===== src/rtl/calc_rr_sched.sv =====
// calc_rr_sched: schedules four requester ports onto the add/sub lane (1) and the
// shift lane (2). Define CALC_FIXED_PRIO_EN for legacy fixed-priority lane grant.
module calc_rr_sched #(
   parameter int TIMEOUT = 15,
   parameter int CNT_W   = 8
) (
   input  logic        c_clk,
   input  logic        reset,
   input  logic [3:0]  req_vld,
   input  logic [15:0] req_cmd,
   output logic [3:0]  req_ready,
   output logic        alu1_go,
   output logic [3:0]  alu1_cmd,
   output logic [1:0]  alu1_id,
   input  logic        alu1_done,
   input  logic        alu1_flag,
   output logic        alu2_go,
   output logic [3:0]  alu2_cmd,
   output logic [1:0]  alu2_id,
   input  logic        alu2_done,
   input  logic        alu2_flag,
   output logic [3:0]  resp_vld,
   output logic [7:0]  resp_code,
   output logic        sched_busy
);

   // state  | meaning
   // IDLE   | ready for a new command
   // PEND   | valid command held, waiting for a lane grant
   // ISSUED | dispatched, waiting for lane done or watchdog
   // RESP   | response code presented for one cycle
   typedef enum logic [1:0] {IDLE, PEND, ISSUED, RESP} port_state_t;

   port_state_t      state_q [4];
   port_state_t      state_d [4];
   logic [3:0]       cmd_q   [4];
   logic [1:0]       code_q  [4];
   logic [1:0]       code_d  [4];

   logic [1:0]       lane_busy;
   logic [3:0]       lane_cmd [2];
   logic [1:0]       lane_id  [2];
   logic [CNT_W-1:0] lane_cnt [2];
   logic [1:0]       grant_id [2];
   logic [3:0]       pend     [2];
   logic [1:0]       alu_done, alu_flag, fin, fire, grant_vld;
   logic             ln;

   assign alu_done = {alu2_done, alu1_done};
   assign alu_flag = {alu2_flag, alu1_flag};

   function automatic logic cmd_ok(input logic [3:0] c);
      return (c == 4'd1) || (c == 4'd2) || (c == 4'd5) || (c == 4'd6);
   endfunction

   // 0 = add/sub lane, 1 = shift lane
   function automatic logic cmd_lane(input logic [3:0] c);
      return (c == 4'd5) || (c == 4'd6);
   endfunction

   always_comb begin
      fin  = '0;
      fire = '0;
      for (int l = 0; l < 2; l++) begin
         pend[l] = '0;
         for (int p = 0; p < 4; p++)
            pend[l][p] = (state_q[p] == PEND) && (cmd_lane(cmd_q[p]) == l[0]);
         fin[l]  = lane_busy[l] & alu_done[l];
         fire[l] = lane_busy[l] & ~alu_done[l] & (lane_cnt[l] == CNT_W'(TIMEOUT - 1));
      end
   end

`ifdef CALC_FIXED_PRIO_EN
   always_comb begin
      grant_vld = '0;
      for (int l = 0; l < 2; l++) begin
         grant_id[l] = '0;
         for (int i = 3; i >= 0; i--) begin
            if (!lane_busy[l] && pend[l][i]) begin
               grant_vld[l] = 1'b1;
               grant_id[l]  = 2'(i);
            end
         end
      end
   end
`else
   logic [1:0] lane_ptr [2];
   logic [1:0] idx;

   // descending scan so the port nearest ptr+1 is the one left standing
   always_comb begin
      grant_vld = '0;
      idx       = '0;
      for (int l = 0; l < 2; l++) begin
         grant_id[l] = '0;
         for (int i = 4; i >= 1; i--) begin
            idx = lane_ptr[l] + 2'(i);
            if (!lane_busy[l] && pend[l][idx]) begin
               grant_vld[l] = 1'b1;
               grant_id[l]  = idx;
            end
         end
      end
   end

   always_ff @(posedge c_clk or negedge reset) begin
      if (!reset) begin
         for (int l = 0; l < 2; l++) lane_ptr[l] <= 2'd3;
      end else begin
         for (int l = 0; l < 2; l++)
            if (grant_vld[l]) lane_ptr[l] <= grant_id[l];
      end
   end
`endif

   always_comb begin
      ln = 1'b0;
      for (int p = 0; p < 4; p++) begin
         state_d[p] = state_q[p];
         code_d[p]  = code_q[p];
         ln         = cmd_lane(cmd_q[p]);
         case (state_q[p])
            IDLE: begin
               if (req_vld[p]) begin
                  if (cmd_ok(req_cmd[4*p +: 4])) begin
                     state_d[p] = PEND;
                  end else begin
                     state_d[p] = RESP;
                     code_d[p]  = 2'b10;
                  end
               end
            end
            PEND: begin
               if (grant_vld[ln] && grant_id[ln] == 2'(p)) state_d[p] = ISSUED;
            end
            ISSUED: begin
               if (lane_id[ln] == 2'(p)) begin
                  if (fin[ln]) begin
                     state_d[p] = RESP;
                     code_d[p]  = alu_flag[ln] ? 2'b10 : 2'b01;
                  end else if (fire[ln]) begin
                     state_d[p] = RESP;
                     code_d[p]  = 2'b11;
                  end
               end
            end
            default: state_d[p] = IDLE;
         endcase
      end
   end

   always_ff @(posedge c_clk or negedge reset) begin
      if (!reset) begin
         for (int p = 0; p < 4; p++) begin
            state_q[p] <= IDLE;
            cmd_q[p]   <= '0;
            code_q[p]  <= '0;
         end
      end else begin
         for (int p = 0; p < 4; p++) begin
            state_q[p] <= state_d[p];
            code_q[p]  <= code_d[p];
            if (state_q[p] == IDLE && req_vld[p]) cmd_q[p] <= req_cmd[4*p +: 4];
         end
      end
   end

   // done has priority over the watchdog: fire already excludes alu_done
   always_ff @(posedge c_clk or negedge reset) begin
      if (!reset) begin
         lane_busy <= '0;
         for (int l = 0; l < 2; l++) begin
            lane_cmd[l] <= '0;
            lane_id[l]  <= '0;
            lane_cnt[l] <= '0;
         end
      end else begin
         for (int l = 0; l < 2; l++) begin
            if (grant_vld[l]) begin
               lane_busy[l] <= 1'b1;
               lane_cmd[l]  <= cmd_q[grant_id[l]];
               lane_id[l]   <= grant_id[l];
               lane_cnt[l]  <= '0;
            end else if (fin[l] || fire[l]) begin
               lane_busy[l] <= 1'b0;
            end else if (lane_busy[l]) begin
               lane_cnt[l]  <= lane_cnt[l] + 1'b1;
            end
         end
      end
   end

   assign alu1_go    = grant_vld[0];
   assign alu1_cmd   = grant_vld[0] ? cmd_q[grant_id[0]] : lane_cmd[0];
   assign alu1_id    = grant_vld[0] ? grant_id[0] : lane_id[0];
   assign alu2_go    = grant_vld[1];
   assign alu2_cmd   = grant_vld[1] ? cmd_q[grant_id[1]] : lane_cmd[1];
   assign alu2_id    = grant_vld[1] ? grant_id[1] : lane_id[1];
   assign sched_busy = |lane_busy;

   always_comb begin
      req_ready = '0;
      resp_vld  = '0;
      resp_code = '0;
      for (int p = 0; p < 4; p++) begin
         req_ready[p] = (state_q[p] == IDLE);
         resp_vld[p]  = (state_q[p] == RESP);
         if (state_q[p] == RESP) resp_code[2*p +: 2] = code_q[p];
      end
   end

endmodule


===== config.mk =====
export PLATFORM = sky130hd
export DESIGN_NAME = calc_rr_sched
export DESIGN_NICKNAME = d
export VERILOG_FILES = /design/src/rtl/calc_rr_sched.sv
export SDC_FILE = /design/constraint.sdc
export NUM_CORES = 1
export LEC_CHECK = 0
export BUFFER_PORTS_ARGS = -buffer_cell sky130_fd_sc_hd__buf_2
export CORE_MARGIN = 2
export CORE_UTILIZATION = 60
export CTS_CLUSTER_DIAMETER = 150
export DETAILED_ROUTE_END_ITERATION = 10
export PLACE_DENSITY_LB_ADDON = 0.08
export SLEW_MARGIN = 30
export SYNTH_ARGS = -nofsm -noshare
export SYNTH_HDL_FRONTEND = slang
export SYNTH_SLANG_ARGS = --single-unit
export TNS_END_PERCENT = 100

===== constraint.sdc =====
create_clock -name c_clk -period 5.6 [get_ports c_clk]
set_input_delay 0.28 -clock c_clk [delete_from_list [all_inputs] [get_ports c_clk]]
set_output_delay 0.28 -clock c_clk [all_outputs]
set_load 0.005 [all_outputs]

==> impl_metrics.yaml <==
sta:
  slew_violations: 0
  period_share: 0.620
  slew_headroom: 0.451
  hold_viol: 0
  rsz0062_at_grt: "no"
  tns_ns: 0
  tightestPinTransition_ns: 0.824
  fin_skew_ns: 0.0169
  min_period_ns: 3.47
  layout_setup_ws_ns: 2.13
  setup_viol_count_final: 0
  max_freq_mhz: 288
drt:
  final_antenna_net_count: 0
  routedWlPerCell_um: 17.0
  via_per_inst: 5.87
  drtIter0Drc: 196
  dr.pass1.iters: 4
  vias: 3520
  drc: 0
  routed_wl_um: 10200
grt:
  antenna_found_initial: 0
  grt_usage: 0.283
  grt_max_degree: 67
  busiest_layer: "met2"
  use_met2: 0.440
  grtUsageMet3: 0.0509
  gr-total-overflow: 0
  grt_pass1_vias: 3333
  grt_pass1_wl_um: 16600
  use_met1: 0.392
floorplanning:
  placementRows: 30
  die-height_um: 88.0
  fp.dieW_um: 88.0
  io_pins: 57
  dieArea_sq_mm: 0.00775
  core_area_sq_mm: 0.00683
  initial_core_util: 0.620
clocking:
  cts_setup_buffers: 0
  numCtsBuffers: 9
  postCtsHoldBufs: 0
  clkSlewWorstSetupHoldPaths_ns: 0.08
  clockBufferDepth: 2
  cts_sinks: 66
  clkLatencyLatePin_ns: 0.36
  h-tree-depth: 3
  cts_root_buf: "clkbuf_8"
  cts_tree: "done"
  cts_resized: 0
final_layout:
  antenna_cells: 0
  multi_input_area_sq_mm: 0.00242
  drive_above_1_share: 0.242
  area_growth_pct: 13.9
  final-seq-area_sq_mm: 0.00166
  fin_nets: 545
  fillers: 558
setup_path:
  ff2ff_setup_slack_ns: 2.58
  crit_arrival_ns: 3.19
  rr_endpoint: "state_q[3]"
  required_ns: 5.32
  worst_setup_path_start_kind: "flip-flop"
  reg2reg_from: "cmd_q[1]"
  worst_r2r_path_depth: 8
  critical_path_class: "reg -> out"
  crit_path_end_kind: "primary output"
  cp_max_fo: 13
logic_synthesis:
  ys_types: 68
  synth_edf_count: 0
  syn_avg_cell_area_sq_um: 9.61
  yosysSeqAreaShare: 0.391
  synth-main-ff-cell: "dfrtp_1"
  yosysTopAreaCell: "dfrtp_1"
  netlist_instances: 441
  yosysMostFrequentCell: "dfrtp_1"
  netlist_area_sq_mm: 0.00424
  synthTopCellsByArea: "dfrtp_1 (37%), mux2_2 (6.4%), ha_1 (5.9%), mux2i_1 (4.3%), nand2_1 (3.6%)"
  synth_fp_nets: 487
  synth.top_cell.area_share: 0.366
  synth_common_cells: "dfrtp_1 (62), nand2_1 (41), nor2_1 (36)"
  synth_async_sr_flop_share: 1.00
  synth-warning-count: 0
  ys_ff_latch: 66
placed_design:
  pre_cts_ws_ns: 2.60
  gp_congestion: 0.939
  dpl.hpwl_um: 7610
  port-buffer-count: 56
power_and_ir_drop:
  irDropWorstVdd_v: 0.000432
  p_leak_nw: 2.28
  total_power_mw: 3.05
  power.density_mw_per_mm2: 632
min_path:
  hold_class: "in -> async"
flow_run:
  maxCapViolations: 0
outcome:
  outcome: "complete, no violations"
[layout make-up]
cell class              instances  area share
multi-input cells             336       0.502
flip-flops and latches         66       0.343
repair buffers                 58      0.0612
clock buffers                  10      0.0285
well taps                      96      0.0249
inverters                      28      0.0218
clock inverters                 6      0.0187
[through the flow]
stage                     area [sq um]  hold slack (ns)  utilization  std cells
after global routing              4830            0.169        0.706        600
after global placement            4600            0.444        0.673        584
after detailed placement          4600            0.462        0.673        584
after CTS                         4830            0.129        0.706        600
final                             4830           0.0865        0.706        600
after floorplan                   4240          -0.0156            -        441
[worst max path at each step]
stage                     start     endpoint  depth (start not counted)
floorplan           lane_cnt[0]   state_q[1]                         10
CTS                    cmd_q[1]  alu1_cmd[3]                          9
finish                 cmd_q[1]  alu1_cmd[3]                          9
global placement      cmd_q[12]  alu1_cmd[1]                          9
detailed placement   state_q[5]  alu1_cmd[2]                         10
global route           cmd_q[1]  alu1_cmd[3]                          9
[power by group]
group,internal [mW],leakage [nW],switching [mW]
Sequential,0.687,0.809,0.236
Clock,0.263,0.112,0.192
Combinational,0.737,1.36,0.932
Total,1.69,2.28,1.36
[cell usage in the layout, fill, tap and decap left out, types with 3 or more instances in the layout]
cell type / Yosys / final
dfrtp_1: 62 / 62
buf_2: 2 / 56
nand2_1: 41 / 41
nor2_1: 36 / 36
inv_1: 28 / 28
mux2_2: 24 / 24
o21ai_0: 20 / 20
ha_1: 20 / 20
mux2i_1: 18 / 18
a21oi_1: 15 / 15
and2_1: 13 / 13
nand2b_1: 11 / 11
xor2_1: 10 / 10
clkbuf_8: 0 / 10
nand3_1: 8 / 8
nand4_1: 8 / 8
nor3_1: 7 / 7
xnor2_1: 6 / 6
o21ai_1: 6 / 6
nor2b_1: 6 / 6
a21o_1: 6 / 6
o211ai_1: 5 / 5
a31oi_1: 5 / 5
mux2_1: 5 / 5
o22ai_1: 4 / 4
o21bai_1: 4 / 4
dfstp_2: 4 / 4
nand3b_1: 3 / 3
a31o_2: 3 / 3
a211o_1: 3 / 3
o2111ai_1: 3 / 3
[layer usage]
metal,vias to the layer above,part of all wire
li1,1682,-
met1,1707,0.45
met2,106,0.47
met3,25,0.044
met4,0,0.027
met5,-,0
[cell families after synthesis]
logic type                 after synthesis  share of synthesized area
adders and majority gates               21                     0.0614
xor gates and xnor gates                19                     0.0446
buffers and inverters                   39                     0.0378
DFF                                     66                      0.391
muxes                                   47                      0.120
AOI/OAI and AO/OA                      100                      0.171
and+or+nand+nor                        149                      0.174
[critical path, stage by stage, from the launching register on]
cell	delay [ns]
dfrtp_1	0.42
xnor2_1	0.24
o21ai_1	0.44
o21ai_0	0.15
nor2b_1	0.16
a21oi_2	0.63
mux2i_1	0.20
mux2_2	0.31
o21ai_1	0.15
buf_2	0.14
[registers in the layout, indices dropped and copies added (netlist names)]
signal     flops
code_q         8
state_q        8
cmd_q         16
lane_cmd       8
lane_busy      2
lane_ptr       4
lane_cnt      16
lane_id        4
(Power assumes the default switching activity.)
